### src/rtl/pico_apb_bridge.sv
// rtl/pico_apb_bridge.sv - PicoRV32 native memory port to two-completer APB requester
// Decodes the APB window, runs one SETUP/ACCESS transfer with a pready timeout, returns data or error.
module pico_apb_bridge #(
  parameter logic [7:0]  APB_REGION     = 8'h10,
  parameter logic [3:0]  UART_ID        = 4'h0,
  parameter logic [3:0]  TIMER_ID       = 4'h1,
  parameter int          TIMEOUT_CYCLES = 255,
  parameter logic [31:0] ERR_RDATA      = 32'hDEADBEEF
) (
  input  logic        clk,
  input  logic        resetn,
  input  logic        mem_valid,
  input  logic [31:0] mem_addr,
  input  logic [31:0] mem_wdata,
  input  logic [3:0]  mem_wstrb,
  output logic        mem_ready,
  output logic [31:0] mem_rdata,
  output logic        mem_err,
  output logic [11:0] paddr,
  output logic [1:0]  psel,
  output logic        penable,
  output logic        pwrite,
  output logic [31:0] pwdata,
  output logic [3:0]  pstrb,
  input  logic [31:0] prdata0,
  input  logic        pready0,
  input  logic        pslverr0,
  input  logic [31:0] prdata1,
  input  logic        pready1,
  input  logic        pslverr1
);

  localparam int CW = $clog2(TIMEOUT_CYCLES + 1);
  localparam logic [CW-1:0] CNT_LIMIT = CW'(TIMEOUT_CYCLES);

  localparam logic [1:0] S_IDLE   = 2'd0;
  localparam logic [1:0] S_SETUP  = 2'd1;
  localparam logic [1:0] S_ACCESS = 2'd2;
  localparam logic [1:0] S_RESP   = 2'd3;

  logic [1:0]    state_q, state_d;
  logic [1:0]    sel_q, sel_d;
  logic [11:0]   paddr_q, paddr_d;
  logic          pwrite_q, pwrite_d;
  logic [31:0]   pwdata_q, pwdata_d;
  logic [3:0]    pstrb_q, pstrb_d;
  logic [CW-1:0] cnt_q, cnt_d;
  logic [31:0]   rdata_q, rdata_d;
  logic          err_q, err_d;

  logic          sel_ready;
  logic          sel_slverr;
  logic [31:0]   sel_prdata;
  logic          unused_addr_bits;

  assign unused_addr_bits = ^mem_addr[19:12];

  // Only the completer that owns this transfer is ever listened to.
  assign sel_ready  = sel_q[0] ? pready0  : pready1;
  assign sel_slverr = sel_q[0] ? pslverr0 : pslverr1;
  assign sel_prdata = sel_q[0] ? prdata0  : prdata1;

  always_comb begin
    state_d  = state_q;
    sel_d    = sel_q;
    paddr_d  = paddr_q;
    pwrite_d = pwrite_q;
    pwdata_d = pwdata_q;
    pstrb_d  = pstrb_q;
    cnt_d    = cnt_q;
    rdata_d  = rdata_q;
    err_d    = err_q;
    case (state_q)
      S_IDLE: begin
        if (mem_valid && mem_addr[31:24] == APB_REGION) begin
          paddr_d  = mem_addr[11:0];
          pwdata_d = mem_wdata;
          pstrb_d  = mem_wstrb;
          pwrite_d = |mem_wstrb;
          if (mem_addr[23:20] == UART_ID) begin
            sel_d   = 2'b01;
            state_d = S_SETUP;
          end else if (mem_addr[23:20] == TIMER_ID) begin
            sel_d   = 2'b10;
            state_d = S_SETUP;
          end else begin
            sel_d   = 2'b00;
            err_d   = 1'b1;
            rdata_d = ERR_RDATA;
            state_d = S_RESP;
          end
        end
      end
      S_SETUP: begin
        cnt_d   = '0;
        state_d = S_ACCESS;
      end
      S_ACCESS: begin
        if (sel_ready) begin
          state_d = S_RESP;
          err_d   = sel_slverr;
          rdata_d = sel_slverr ? ERR_RDATA : (pwrite_q ? 32'h0 : sel_prdata);
        end else begin
          if (cnt_q != CNT_LIMIT) begin
            cnt_d = cnt_q + 1'b1;
          end
          // This cycle is the TIMEOUT_CYCLES-th unanswered ACCESS cycle.
          if (int'(cnt_q) + 1 >= TIMEOUT_CYCLES) begin
            state_d = S_RESP;
            err_d   = 1'b1;
            rdata_d = ERR_RDATA;
          end
        end
      end
      default: begin
        state_d = S_IDLE;
      end
    endcase
  end

  always_ff @(posedge clk or negedge resetn) begin
    if (!resetn) begin
      state_q  <= S_IDLE;
      sel_q    <= 2'b00;
      paddr_q  <= 12'h0;
      pwrite_q <= 1'b0;
      pwdata_q <= 32'h0;
      pstrb_q  <= 4'h0;
      cnt_q    <= '0;
      rdata_q  <= 32'h0;
      err_q    <= 1'b0;
    end else begin
      state_q  <= state_d;
      sel_q    <= sel_d;
      paddr_q  <= paddr_d;
      pwrite_q <= pwrite_d;
      pwdata_q <= pwdata_d;
      pstrb_q  <= pstrb_d;
      cnt_q    <= cnt_d;
      rdata_q  <= rdata_d;
      err_q    <= err_d;
    end
  end

  assign psel      = (state_q == S_SETUP || state_q == S_ACCESS) ? sel_q : 2'b00;
  assign penable   = (state_q == S_ACCESS);
  assign paddr     = paddr_q;
  assign pwrite    = pwrite_q;
  assign pwdata    = pwdata_q;
  assign pstrb     = pstrb_q;
  assign mem_ready = (state_q == S_RESP);
  assign mem_err   = (state_q == S_RESP) && err_q;
  assign mem_rdata = (state_q == S_RESP) ? rdata_q : 32'h0;

endmodule
### config.mk
export PLATFORM = sky130hd
export DESIGN_NAME = pico_apb_bridge
export DESIGN_NICKNAME = d
export VERILOG_FILES = /design/src/rtl/pico_apb_bridge.sv
export SDC_FILE = /design/constraint.sdc
export NUM_CORES = 1
export LEC_CHECK = 0
export ABC_AREA = 1
export CAP_MARGIN = 20
export CORE_ASPECT_RATIO = 1.1
export CORE_MARGIN = 2
export CORE_UTILIZATION = 42
export DETAILED_ROUTE_END_ITERATION = 10
export PLACE_DENSITY = 0.81
export SLEW_MARGIN = 30
export SYNTH_ARGS = -nofsm -noshare
export SYNTH_HDL_FRONTEND = slang
export SYNTH_SLANG_ARGS = --single-unit
### constraint.sdc
create_clock -name clk -period 4.6 [get_ports clk]
set_clock_uncertainty 0.1 [all_clocks]
set_input_delay 1.15 -clock clk [delete_from_list [all_inputs] [get_ports clk]]
set_output_delay 1.15 -clock clk [all_outputs]
set_load 0.03 [all_outputs]
Yosys cells after proc, flatten, opt, wreduce, memory -nomap -nowiden
Index checks and enable logic that the tools add are counted.
Operators by class
  add/subtract/negate cells: 2
  $lt $le $gt $ge: 1
  equality and inequality tests: 12
  muxes and demuxes: 30
  reduce and logical (&&, ||, !) cells: 12
Operators by type and width (count)
  $mux W32: 9
  $pmux W32 S2: 1
  $mux W2: 8
  $mux W8: 2
  $pmux W8 S2: 1
  $add A8 B1 Y9 const B: 1
  $ge A9 B8 Y1 const B: 1
  $add A8 B1 Y8 const B: 1
  $eq A8 B5 Y1 const B: 1
  $ne A2 B2 Y1 const B: 4
  $ne A8 B8 Y1 const B: 1
  $mux W1: 7
  $pmux W2 S3: 1
  $reduce_and A5 Y1: 1
  $eq A2 B2 Y1 const B: 2
  $eq A4 B1 Y1 const B: 1
  $logic_not A4 Y1: 1
  $reduce_and A2 Y1: 2
  $reduce_bool A2 Y1: 2
  $reduce_or A4 Y1: 1
  $ne A3 B1 Y1 const B: 1
  $reduce_and A3 Y1: 1
  $eq A2 B1 Y1 const B: 1
  $logic_and A1 B1 Y1: 2
  4 further kinds: 4
Storage, ports and cells
  register bits: 94
  input bits: 139
  word-level logic and storage cells: 66

Logic depth before layout (Yosys ltp)
Gate-level depths: netlist of the first run.
  depth after elaboration: 5
  gate-level depth with buffers: 13
  gate-level depth less buffers: 12

Least setup slack after synthesis of the first run
OpenSTA, ideal clock, no wires.
  path kind: register -> output
  start point: reg state_q[1]
  end point: out mem_rdata[10]
  arrival time: 1.530 ns
  path slack: 1.820 ns
  cell stages (with the launch flop): 6
  path buffers: 2
  path through: dfrtp_1 > ha_1 > clkbuf_1 > clkbuf_1 > nand2_1 > inv_1
Between the ends
  cells in the longest elaborated chain, start to end: 2
Ends and longest elaborated chain
  start: declaration: line 41  | logic [1:0] state_q, state_d;
  start signal: assignment: line 133  | state_q <= state_d;
  $eq A2 B2 Y1
  via mem_ready: line 16  | output logic mem_ready,
  $mux W32: line 153  | assign mem_rdata = (state_q == S_RESP) ? rdata_q : 32'h0;
  end: declaration: line 17  | output logic [31:0] mem_rdata,
The timed path passes the listed nets, and every way through them passes these cells.

Worst setup path after layout of the first run
  start point: reg state_q[1]
  end point: out mem_rdata[11]
Between the ends
  cells in the longest elaborated chain, start to end: 2
Ends and longest elaborated chain (line)
  $eq A2 B2 Y1: 153
  $mux W32: 153
No other way between the ends.

==> results of run 1 <==
==> metrics by stage <==
| stage | utilization (%) | std cells |
|---|---|---|
| 2_1_floorplan | - | 652 |
| 3_3_place_gp | 62.2 | 992 |
| 3_5_place_dp | 62.2 | 992 |
| 4_1_cts | 64.6 | 1008 |
| 5_1_grt | 64.6 | 1008 |
| 6_report | 64.6 | 1008 |
==> area by class of cell <==
class | instances | area [um^2] | area share [%]
Clock inverter | 5 | 33.8 | 0.459
Tap cell | 150 | 188 | 2.55
Sequential cell | 94 | 2350 | 32.0
Timing Repair Buffer | 224 | 2220 | 30.2
Multi-Input combinational cell | 467 | 2100 | 28.6
Inverter | 57 | 214 | 2.91
Clock buffer | 11 | 243 | 3.30
==> report_power, final <==
group | switching (mW) | leakage (nW) | internal (mW) | total [mW]
sequential | 0.0823 | 1.23 | 0.981 | 1.06
combinational | 0.767 | 2.28 | 0.490 | 1.26
clock | 0.315 | 0.132 | 0.381 | 0.697
==> placed cells by master (no fill, tap or decap), drive strengths merged, types with 4 or more instances in the layout <==
cell type and instances:
a21oi 10, buf 9, clkbuf 11, clkdlybuf4s50 215, dfrtp 94, ha 5
inv 58, nand2 292, nand3 45, nor2 43, nor3 4, o21ai 56
o22ai 4
==> registers in the layout, summed over array words and instances, names as in the netlist <==
signal	count
pwdata	32
sel_q	2
state_q	2
paddr	12
rdata_q	32
cnt_q	8
err_q	1
pstrb	4
pwrite	1
==> worst max-delay path, delay by kind of cell, from the launching register on <==
kind,cells,cell delay [ns]
adders and majority gates,1,0.22
and+or+nand+nor,1,0.14
buffers and inverters,3,1.10
DFF,1,0.40
==> cells in the mapped netlist <==
| cell | number | area (um^2) |
|---|---|---|
| o21ai_2 | 2 | 17.5 |
| nand4_2 | 1 | 12.5 |
| a22o_1 | 1 | 8.76 |
| nor3_1 | 3 | 15.0 |
| o21bai_1 | 1 | 7.51 |
| nand4_1 | 1 | 6.26 |
| dfrtp_1 | 94 | 2350 |
| nor2_1 | 38 | 143 |
| buf_4 | 6 | 45.0 |
| o21ai_0 | 42 | 210 |
| clkbuf_4 | 1 | 7.51 |
| inv_1 | 54 | 203 |
| nand2_1 | 286 | 1070 |
| nand2_2 | 3 | 18.8 |
| o22ai_4 | 1 | 20.0 |
| a22oi_1 | 1 | 7.51 |
| buf_12 | 3 | 60.1 |
| nand3_4 | 1 | 17.5 |
| nand2_4 | 1 | 11.3 |
| clkbuf_1 | 18 | 67.6 |
| nor2_4 | 2 | 22.5 |
| a21oi_1 | 10 | 50.1 |
| nand3_1 | 44 | 220 |
| nor2_2 | 3 | 18.8 |
| o21ai_1 | 12 | 60.1 |
| xor2_1 | 1 | 8.76 |
| nor3_4 | 1 | 16.3 |
| ha_1 | 5 | 62.6 |
| o22ai_1 | 3 | 18.8 |
| or2_1 | 2 | 12.5 |
| nand2_8 | 2 | 40.0 |
| buf_2 | 6 | 30.0 |
| inv_2 | 3 | 11.3 |
==> per-layer routing <==
| metal | wire, um | GRT usage, % | up-vias |
|---|---|---|---|
| met5 | 0 | 0 | - |
| met4 | 299 | 9.18 | 0 |
| met3 | 1520 | 8.75 | 22 |
| met2 | 6430 | 36.7 | 195 |
| met1 | 5820 | 27.0 | 2177 |
| li1 | - | - | 2419 |
==> final timing paths <==
path | start | end | slack (ns) | cells past startpoint
max in group asynchronous | resetn | rdata_q[26] | 2.98 | 2
setup / recovery | state_q[1] | mem_rdata[11] | 1.14 | 5
hold reg to reg | rdata_q[2] | rdata_q[2] | 0.37 | 2
hold / removal | rdata_q[2] | rdata_q[2] | 0.37 | 2
min in group asynchronous | resetn | rdata_q[10] | 0.65 | 1
setup reg to reg | sel_q[0] | rdata_q[14] | 1.83 | 9
==> cell families after synthesis <==
kind of cell,Yosys count,share of synthesized area [%]
xor gates and xnor gates,1,0.180
adders and majority gates,5,1.28
AOI/OAI and AO/OA,73,8.21
DFF,94,48.2
and+or+nand+nor,388,33.4
buffers and inverters,91,8.70
==> flow_metrics.py, run 1 <==
metrics = {
    "detailed_routing": {
        "num_vias": 4813,
        "via_per_inst": 4.77,
        "drt-initial-drc-count": 346,
        "wl_per_cell_um": 14.0,
        "drt_wl_total_mm": 14.1,
        "post-route-drc-count": 0,
        "firstDrtPassIters": 4,
        "postRouteAntennaNets": 0,
    },
    "die": {
        "die_w_um": 107,
        "core_um2": 11400,
        "start_util_pct": 42.8,
        "std_cell_rows": 41,
        "dieHeight_um": 117,
        "die_area_um2": 12500,
        "ios": 225,
    },
    "sta": {
        "rsz0062_at_grt": "false",
        "hold_viol_final": 0,
        "period_share_pct": 75.3,
        "final_max_slew_viol_count": 0,
        "fin_crit_ns": 3.46,
        "slew-limit-headroom_pct": 45.8,
        "fin_ws_ns": 1.14,
        "holdWs_ns": 0.369,
        "worst_pin_slew_ns": 0.812,
        "setup_viol": 0,
        "setup_tns_ns": 0,
        "clock.fmax_mhz": 289,
    },
    "power": {
        "irDropWorstVdd_mv": 0.205,
        "power_mw": 3.02,
        "p_leak_nw": 3.64,
        "p_per_area_nw_per_um2": 410,
    },
    "clock_network": {
        "cts.reportedPaths.clkPinSlew_ns": 0.06,
        "cts_made_buffers": 9,
        "htree_num_levels": 3,
        "ctsLongestPathBuffers": 2,
        "clock-root-buffer": "clkbuf_16",
        "post_cts_buffers": 0,
        "cts_tree": "yes",
        "ctsResizeCount": 0,
        "cts.sinks": 94,
        "postCtsHoldBufs": 0,
        "clock_latency_ns": 0.34,
    },
    "final_layout": {
        "nets": 997,
        "syn_to_final_growth_pct": 50.8,
        "drive_gt1_share_pct": 5.13,
        "final_area_um2": 7350,
        "nFillCells": 967,
        "diodes": 0,
    },
    "logic_synthesis": {
        "yosysSeqAreaShare_pct": 48.2,
        "synthCells": 652,
        "syn_area_um2": 4880,
        "yosysUniqueCellTypes": 33,
        "syn_area_per_cell_um2": 7.48,
        "ys_warn_count": 0,
        "synthesis.nets": 796,
        "ys_ff_latch": 94,
    },
    "worst_setup_path": {
        "critPathSlowestCell": "clkdlybuf4s50_1",
        "path_cells": "ha_1 -> buf_4 -> nand2_1 -> inv_1 -> clkdlybuf4s50_1",
        "worstPathArrival_ns": 2.21,
        "slowest_delay_ns": 0.66,
        "path_class": "flip-flop to primary output",
        "cp.required_ns": 3.35,
        "cp_max_fo": 34,
        "start_kind": "flip-flop",
        "end_kind": "primary output",
    },
    "place": {
        "dp_hpwl_mm": 10.1,
        "dp_worst_setup_slack_ns": 1.27,
        "gp_congestion": 0.868,
        "io_buffers": 216,
        "dpl-instance-area_um2": 7080,
    },
    "grt": {
        "grt_pass1_vias": 4482,
        "grt_antenna_before_repair": 0,
        "grt-ovfl-total": 0,
        "grt_max_degree": 48,
        "grt_pass1_wl_mm": 22.0,
        "grtUsageTotal_pct": 22.5,
    },
    "min_path": {
        "worstHoldPathType": "flip-flop to flip-flop",
    },
    "outcome": {
        "status": "complete, no violations",
    },
    "job": {
        "cap_violations": 0,
    },
}
(Power assumes the default switching activity.)
==> run 2, diff against run 1 <==
- clock period: 4.6 -> 3.55 ns (I/O delays scaled with it)
==> flow_metrics.py, run 2 (synthesized netlist as in run 1, its figures left out) <==
metrics = {
    "detailed_routing": {
        "num_vias": 4860,
        "post-route-drc-count": 0,
        "drt-initial-drc-count": 237,
        "via_per_inst": 4.81,
        "firstDrtPassIters": 5,
        "wl_per_cell_um": 14.1,
        "postRouteAntennaNets": 0,
        "drt_wl_total_mm": 14.3,
    },
    "power": {
        "irDropWorstVdd_mv": 0.364,
        "comb_power_share_pct": 40.2,
        "p_int_mw": 2.55,
        "pwr-share-clk_pct": 26.0,
        "p_leak_nw": 3.69,
        "seqPwrFrac_pct": 33.7,
        "power.switching_mw": 1.54,
        "sw_frac_of_total_pct": 37.6,
        "p_per_area_nw_per_um2": 550,
    },
    "outcome": {
        "status": "complete, no violations",
    },
    "worst_setup_path": {
        "end_kind": "primary output",
        "crit_family": "buffers and inverters",
        "cp_max_fo": 34,
        "r2r_cells": 8,
        "crit_buf_inv": 3,
        "r2r_setup_slack_ns": 1.26,
        "path_class": "flip-flop to primary output",
        "cp.required_ns": 2.56,
        "r2r-start": "state_q[0]",
        "start_kind": "flip-flop",
        "critPathSlowestCell": "clkdlybuf4s50_1",
        "path_cells": "ha_1 -> buf_4 -> nand2_1 -> inv_1 -> clkdlybuf4s50_1",
        "reg2reg_to": "rdata_q[20]",
        "slowest_delay_ns": 0.66,
        "worstPathArrival_ns": 2.20,
    },
    "sta": {
        "rsz0062_at_grt": "false",
        "worst_pin_slew_ns": 0.773,
        "period_share_pct": 89.8,
        "hold_viol_final": 0,
        "setup_tns_ns": 0,
        "setup_viol": 0,
        "clock.fmax_mhz": 314,
        "final_max_slew_viol_count": 0,
        "slew-limit-headroom_pct": 48.4,
        "fin_crit_ns": 3.19,
    },
    "grt": {
        "grt_max_degree": 50,
        "grtUsageTotal_pct": 22.9,
        "grt-ovfl-total": 0,
        "grt_pass1_wl_mm": 22.5,
        "grt_antenna_before_repair": 0,
        "grt_pass1_vias": 4571,
    },
    "clock_network": {
        "clock_latency_ns": 0.34,
        "ctsLongestPathBuffers": 2,
        "clock-root-buffer": "clkbuf_16",
        "cts_made_buffers": 9,
        "ctsResizeCount": 0,
        "cts_tree": "yes",
        "postCtsHoldBufs": 0,
        "post_cts_buffers": 0,
        "cts.reportedPaths.clkPinSlew_ns": 0.07,
        "htree_num_levels": 3,
        "cts.sinks": 94,
    },
    "final_layout": {
        "nets": 1000,
        "fin_util_pct": 65.4,
        "drive_gt1_share_pct": 5.57,
        "final_common_cell": "nand2_1",
        "diodes": 0,
        "syn_to_final_growth_pct": 52.7,
        "mostFrequentLayoutCells": "286 x nand2_1, 215 x clkdlybuf4s50_1, 94 x dfrtp_1",
    },
    "min_path": {
        "hold_end": "rdata_q[12]",
        "worstHoldPathType": "flip-flop to flip-flop",
        "hold_depth": 2,
        "hp-start": "rdata_q[12]",
    },
    "die": {
        "die_area_um2": 12500,
        "core_um2": 11400,
        "start_util_pct": 42.8,
        "die_w_um": 107,
        "std_cell_rows": 41,
        "ios": 225,
        "dieHeight_um": 117,
    },
    "place": {
        "io_buffers": 216,
        "gp_congestion": 0.847,
        "dp_hpwl_mm": 10.2,
    },
    "job": {
        "cap_violations": 0,
    },
}
==> run 2: worst min-delay path: cells and delay by family, from the launching register on <==
family	cells	cell delay, ns
AND/OR/NAND/NOR	2	0.09
flip-flops	1	0.34
==> run 2: per-stage QoR <==
stage	instance area, um^2	cells	hold slack [ns]	setup slack (ns)	power (mW)
4_1_cts	7450	1011	0.375	0.324	4.13
6_report	7450	1011	0.372	0.361	4.09
5_1_grt	7450	1011	0.386	0.278	4.34
3_3_place_gp	7110	995	0.353	0.609	3.02
3_5_place_dp	7110	995	0.358	0.624	3.05
2_1_floorplan	4880	652	0.342	1.03	2.49
==> run 2: cell type report <==
cell class | instances | area, um^2
Fill cell | 988 | 3940
Sequential cell | 94 | 2350
Timing Repair Buffer | 227 | 2250
Multi-Input combinational cell | 467 | 2100
Clock buffer | 10 | 239
Inverter | 57 | 214
Tap cell | 150 | 188
Clock inverter | 6 | 93.8
==> run 2: how the worst max path moves through the flow <==
stage               start             to  slack, ns  cells past startpoint
2_1_floorplan  state_q[1]  mem_rdata[10]       1.03                      5
3_3_place_gp     pslverr1     rdata_q[4]       0.61                      8
3_5_place_dp     pslverr1     rdata_q[4]       0.62                      8
4_1_cts        state_q[1]  mem_rdata[11]       0.32                      5
5_1_grt        state_q[1]  mem_rdata[22]       0.28                      5
6_report       state_q[1]  mem_rdata[11]       0.36                      5
==> run 2: power by group through the flow <==
stage	logic (mW)	registers (mW)	clock network (mW)
after floorplan	1.07	1.42	0
after global placement	1.63	1.39	0
after detailed placement	1.66	1.39	0
after CTS	1.66	1.38	1.09
after global routing	1.81	1.40	1.13
final	1.65	1.38	1.07
==> run 2: per-layer routing <==
layer  vias to the layer above  share of wire [%]  track usage [%]
met2                       202                 46             38.1
met4                         0                2.0             9.78
met1                      2213                 43             27.5
li1                       2428                  -                -
met5                         -                  0                0
met3                        17                9.8             7.59
==> run 3, diff against run 2 <==
- CTS_CLUSTER_DIAMETER: not set -> 60
==> results of run 3 <==
No change in the layout: final DEF, timing and power equal those of run 2.
